==> config.mk <==
export PLATFORM = sky130hd
export DESIGN_NAME = mult_stall_controller
export DESIGN_NICKNAME = d
export VERILOG_FILES = /design/src/rtl/mult_stall_controller.sv
export SDC_FILE = /design/constraint.sdc
export NUM_CORES = 1
export LEC_CHECK = 0
export ABC_AREA = 1
export CAP_MARGIN = 20
export CELL_PAD_IN_SITES_DETAIL_PLACEMENT = 0
export CELL_PAD_IN_SITES_GLOBAL_PLACEMENT = 2
export CORE_MARGIN = 3
export CORE_UTILIZATION = 17
export CTS_CLUSTER_DIAMETER = 50
export DETAILED_ROUTE_END_ITERATION = 10
export PLACE_DENSITY_LB_ADDON = 0.2
export SETUP_SLACK_MARGIN = 0.15
export SLEW_MARGIN = 5
export SYNTH_ARGS = -nofsm -noshare
export SYNTH_HDL_FRONTEND = slang
export SYNTH_SLANG_ARGS = --single-unit
==> constraint.sdc <==
create_clock -name clk -period 1.1 [get_ports clk]
set_clock_uncertainty 0.1 [all_clocks]
set_input_delay 0.22 -clock clk [delete_from_list [all_inputs] [get_ports clk]]
set_output_delay 0.22 -clock clk [all_outputs]
set_load 0.01 [all_outputs]
==> src/rtl/mult_stall_controller.sv <==
// Pipeline stall controller for a multi-cycle multiplier in EX, with load-use arbitration.
// Optional stall-cycle counter enabled by defining MULT_STALL_CNT_EN.
module mult_stall_controller #(
  parameter int MULT_LATENCY = 4
) (
  input  logic        clk,
  input  logic        arst_n,
  input  logic        mult__ID_EX,
  input  logic        load_use_stall,
  output logic        pc_write,
  output logic        enable__IF_ID,
  output logic        enable__ID_EX,
  output logic        flush__ID_EX,
  output logic        bubble__EX_MEM,
  output logic        mult_start,
  output logic        mult_done,
  output logic [15:0] stall_cycles
);

  localparam logic [1:0] IDLE = 2'd0;
  localparam logic [1:0] BUSY = 2'd1;
  localparam logic [1:0] DONE = 2'd2;

  localparam logic [3:0] CNT_LOAD  = 4'(MULT_LATENCY - 2);
  localparam logic [1:0] FIRST_ST  = (MULT_LATENCY == 2) ? DONE : BUSY;

  logic [1:0] state_q, state_d;
  logic [3:0] cnt_q, cnt_d;
  logic       mstall;
  logic       lu_stall;

  always_comb begin
    state_d = state_q;
    cnt_d   = cnt_q;
    case (state_q)
      IDLE: begin
        if (mult__ID_EX) begin
          cnt_d   = CNT_LOAD;
          state_d = FIRST_ST;
        end
      end
      BUSY: begin
        cnt_d = cnt_q - 4'd1;
        if (cnt_q == 4'd1) state_d = DONE;
      end
      DONE:    state_d = IDLE;
      default: state_d = IDLE;
    endcase
  end

  always_ff @(posedge clk or negedge arst_n) begin
    if (!arst_n) begin
      state_q <= IDLE;
      cnt_q   <= 4'd0;
    end else begin
      state_q <= state_d;
      cnt_q   <= cnt_d;
    end
  end

  // The multiply always wins over load-use so the instruction held in ID/EX is never flushed.
  assign mstall   = (state_q == BUSY) || ((state_q == IDLE) && mult__ID_EX);
  assign lu_stall = load_use_stall && !mstall && (state_q != DONE);

  assign pc_write       = !(mstall || lu_stall);
  assign enable__IF_ID  = !(mstall || lu_stall);
  assign enable__ID_EX  = !mstall;
  assign flush__ID_EX   = lu_stall;
  assign bubble__EX_MEM = mstall;
  assign mult_start     = (state_q == IDLE) && mult__ID_EX;
  assign mult_done      = (state_q == DONE);

`ifdef MULT_STALL_CNT_EN
  logic [15:0] stall_cnt_q;

  always_ff @(posedge clk or negedge arst_n) begin
    if (!arst_n) begin
      stall_cnt_q <= 16'd0;
    end else if (mstall && (stall_cnt_q != 16'hFFFF)) begin
      stall_cnt_q <= stall_cnt_q + 16'd1;
    end
  end

  assign stall_cycles = stall_cnt_q;
`else
  assign stall_cycles = 16'd0;
`endif

endmodule

==> run metrics, run 1 <==
final period utilization=1.36; number of antenna violations at the first check in global routing=0; summed instance area of the synthesized netlist=475 sq um; post-place setup slack=-0.793 ns; first-pass detailed-route iteration total=3; met3 Use GR=0.0132; cells on worst reg2reg path=8; Max H-tree Level=1; maximum count of clock buffers along a single path=2; RSZ-0062 raised after global routing=yes; iteration-0 DRC count of the detailed router=17; number of remaining DRC errors=0; number of routed nets with antenna violations=0; sum of overflow across all layers after global routing=0; type of the worst setup path=reg -> out; clock buffer count from CTS=3; average via count per standard cell=3.51; setup violators final=13; post-place instance area=644 sq um; Synth warnings=0; die height=58.9 microns; Tot GR Track Use=0.0650; grt met1 use=0.0797; CP endpoint kind=output pin; number of global-route vias before repair=372; endpoint required time on the critical path=0.78 ns; startpoint kind of the worst setup timing path=register; total count of hold-check failures in the final report=0; Clock Pin Slew Worst Setup and Hold Paths=0.05 ns; endpoint arrival time on the critical path=1.18 ns; non-filler instance count after layout=114; count of state elements after synthesis=6; Final nets=92; clock network fraction of design power=0.115; Placer Congestion=0.638; post-DP HPWL=798 microns; number of placement rows=18; post-synthesis instance total=61; top library cells by usage in the layout, fill and taps aside=sky130_fd_sc_hd__conb_1, sky130_fd_sc_hd__buf_4, sky130_fd_sc_hd__nand2_1; number of buffers inserted by port buffering=10; Psw=0.000762 W; internal portion of total power=0.00102 W; share of the yosys chip area belonging to registers=0.316; final design instance area without fill=738 sq um; I/O pin total=27; floorplan core area=2570 sq um; HP Class=in -> async; Max Freq=668 MHz; power share of the sequential group=0.238; power share of the combinational group=0.647; starting density of the core=0.185; number of clock sinks seen by CTS=6; Reg2Reg Capture Point=cnt_q[2]; global-route wire length before repair=1.64 mm; clock period minus worst slack=1.50 ns; setup slack of the most critical reg-to-reg path=-0.26 ns; floorplan die width=58.9 microns; Setup WS post-layout=-0.397 ns; most common cell after layout, fill and taps aside=sky130_fd_sc_hd__conb_1; post-synthesis cell type count=15; number of placed cells counting well taps=107; vias after detailed routing=400; total power consumption of the routed design=0.00179 W; fill cell count=296; clock root buffer=sky130_fd_sc_hd__clkbuf_4; count of inserted antenna diode cells=0; maximum fanout count along the critical path=3; max_cap viols=0; P_leak=0.380 nW; share of cells above drive strength 1=0.536; maximum number of pins on one net before global-route repair=7; hold slack=0.126 ns; later-pin clock latency in the skew report=0.24 ns; violated checks=negative setup slack; global routing's busiest layer=met2; Routed WL=1.02 mm; mean instance size in the synthesized netlist=7.79 sq um; TritonCTS clock tree=done; full die area=3470 sq um; switch share=0.427; met2 usage in global routing=0.0946; status=finished with violations; wire length per cell=8.91 microns; Max IR drop VDD=878 uV; startpoint of the worst register-to-register path=state_q[0]; total count of max-transition violations in the final report=0; synthesis-to-finish area growth=55.3%; Power per Cell Area=2420 nW/um^2
## worst max path at each step
stage | startpoint | end | slack [ns]
2_1_floorplan | state_q[0] | pc_write | -0.13
3_3_place_gp | mult__ID_EX | enable__IF_ID | -0.79
3_5_place_dp | mult__ID_EX | pc_write | -0.79
4_1_cts | state_q[0] | pc_write | -0.42
5_1_grt | state_q[0] | enable__IF_ID | -0.47
6_report | state_q[0] | mult_start | -0.40
## Yosys cell counts
cell                      count  share of area
sky130_fd_sc_hd__ha_1         2          0.053
sky130_fd_sc_hd__conb_1       1         0.0079
sky130_fd_sc_hd__nand2_1      9          0.071
sky130_fd_sc_hd__inv_1        6          0.047
sky130_fd_sc_hd__nor2_2       2          0.026
sky130_fd_sc_hd__o21ai_1      1          0.011
sky130_fd_sc_hd__inv_2        4          0.032
sky130_fd_sc_hd__nand3_1      6          0.063
sky130_fd_sc_hd__o21ai_2      2          0.037
sky130_fd_sc_hd__dfrtp_1      6           0.32
sky130_fd_sc_hd__buf_4       17           0.27
sky130_fd_sc_hd__nor2_4       1          0.024
sky130_fd_sc_hd__nor2_1       2          0.016
sky130_fd_sc_hd__a22oi_1      1          0.016
sky130_fd_sc_hd__nand2_2      1          0.013
## sequential cells by signal (all words and copies together) (netlist names)
signal	cells
state_q	2
cnt_q	4
## what timing repair did
| item | CTS | global route |
|---|---|---|
| endpoints found under the hold margin | 0 | 0 |
| setup buffers | 2 | 2 |
| setup endpoints to repair | 13 | 13 |
| pin swaps | 2 | 5 |
| hold buffers | 0 | 0 |
| gates cloned | 0 | 0 |
| gates resized for setup | 32 | 11 |
## worst max-delay path, cell delays in order (launching register included)
cell	delay [ns]
sky130_fd_sc_hd__dfrtp_2	0.43
sky130_fd_sc_hd__buf_4	0.14
sky130_fd_sc_hd__buf_6	0.11
sky130_fd_sc_hd__inv_4	0.05
sky130_fd_sc_hd__nand3_4	0.06
sky130_fd_sc_hd__inv_2	0.05
sky130_fd_sc_hd__buf_6	0.09
## routing by layer
| layer | vias to the layer above | routed length, microns | part of all wire |
|---|---|---|---|
| li1 | 200 | - | - |
| met1 | 183 | 394 | 0.39 |
| met2 | 17 | 544 | 0.54 |
| met3 | 0 | 77 | 0.076 |
| met4 | 0 | 0 | 0 |
| met5 | - | 0 | 0 |
## power groups by stage
| stage | Combinational (W) | Sequential (W) | Clock, W |
|---|---|---|---|
| floorplan | 0.000622 | 0.000416 | 0 |
| global placement | 0.000976 | 0.000424 | 0 |
| detailed placement | 0.000983 | 0.000419 | 0 |
| CTS | 0.00104 | 0.000422 | 0.000220 |
| global route | 0.00129 | 0.000438 | 0.000235 |
| finish | 0.00116 | 0.000425 | 0.000204 |
## per-stage QoR
step                setup TNS [ns]  utilization
finish                       -3.59        0.288
global placement             -6.20        0.251
floorplan                   -0.227            -
CTS                          -3.23        0.266
detailed placement           -6.21        0.251
global route                 -4.43        0.288
## cell type report
class                      count  area [sq um]  area share
multi-input combinational     43           293       0.397
tap                           30          37.5      0.0508
clock buffer                   3          22.5      0.0305
timing repair buffer          22           194       0.263
sequential                     6           151       0.205
inverter                      10          40.0      0.0542
## cell families after synthesis
| logic type | share of synthesized area |
|---|---|
| AOI/OAI and AO/OA | 0.0632 |
| adders and majority gates | 0.0526 |
| buffers and inverters | 0.347 |
| DFF | 0.316 |
| other | 0.00789 |
| and+or+nand+nor | 0.213 |
Power figures use the tool's default switching activity.
==> run 2: changes to the inputs <==
--- a/config.mk
+++ b/config.mk
@@ -6,12 +6,13 @@
 export NUM_CORES = 1
 export LEC_CHECK = 0
 export ABC_AREA = 1
-export CAP_MARGIN = 20
+export CAP_MARGIN = 0
 export CELL_PAD_IN_SITES_DETAIL_PLACEMENT = 0
 export CELL_PAD_IN_SITES_GLOBAL_PLACEMENT = 2
 export CORE_MARGIN = 3
 export CORE_UTILIZATION = 17
 export CTS_CLUSTER_DIAMETER = 50
+export CTS_CLUSTER_SIZE = 16
 export DETAILED_ROUTE_END_ITERATION = 10
 export PLACE_DENSITY_LB_ADDON = 0.2
 export SETUP_SLACK_MARGIN = 0.15
==> results of run 2 <==
The final DEF is identical to that of run 1; final timing and power are the same.
==> run 3: changes to the inputs <==
--- a/config.mk
+++ b/config.mk
@@ -16,7 +16,6 @@
 export DETAILED_ROUTE_END_ITERATION = 10
 export PLACE_DENSITY_LB_ADDON = 0.2
 export SETUP_SLACK_MARGIN = 0.15
-export SLEW_MARGIN = 5
 export SYNTH_ARGS = -nofsm -noshare
 export SYNTH_HDL_FRONTEND = slang
 export SYNTH_SLANG_ARGS = --single-unit
==> results of run 3 <==
The final DEF is identical to that of run 1; final timing and power are the same.
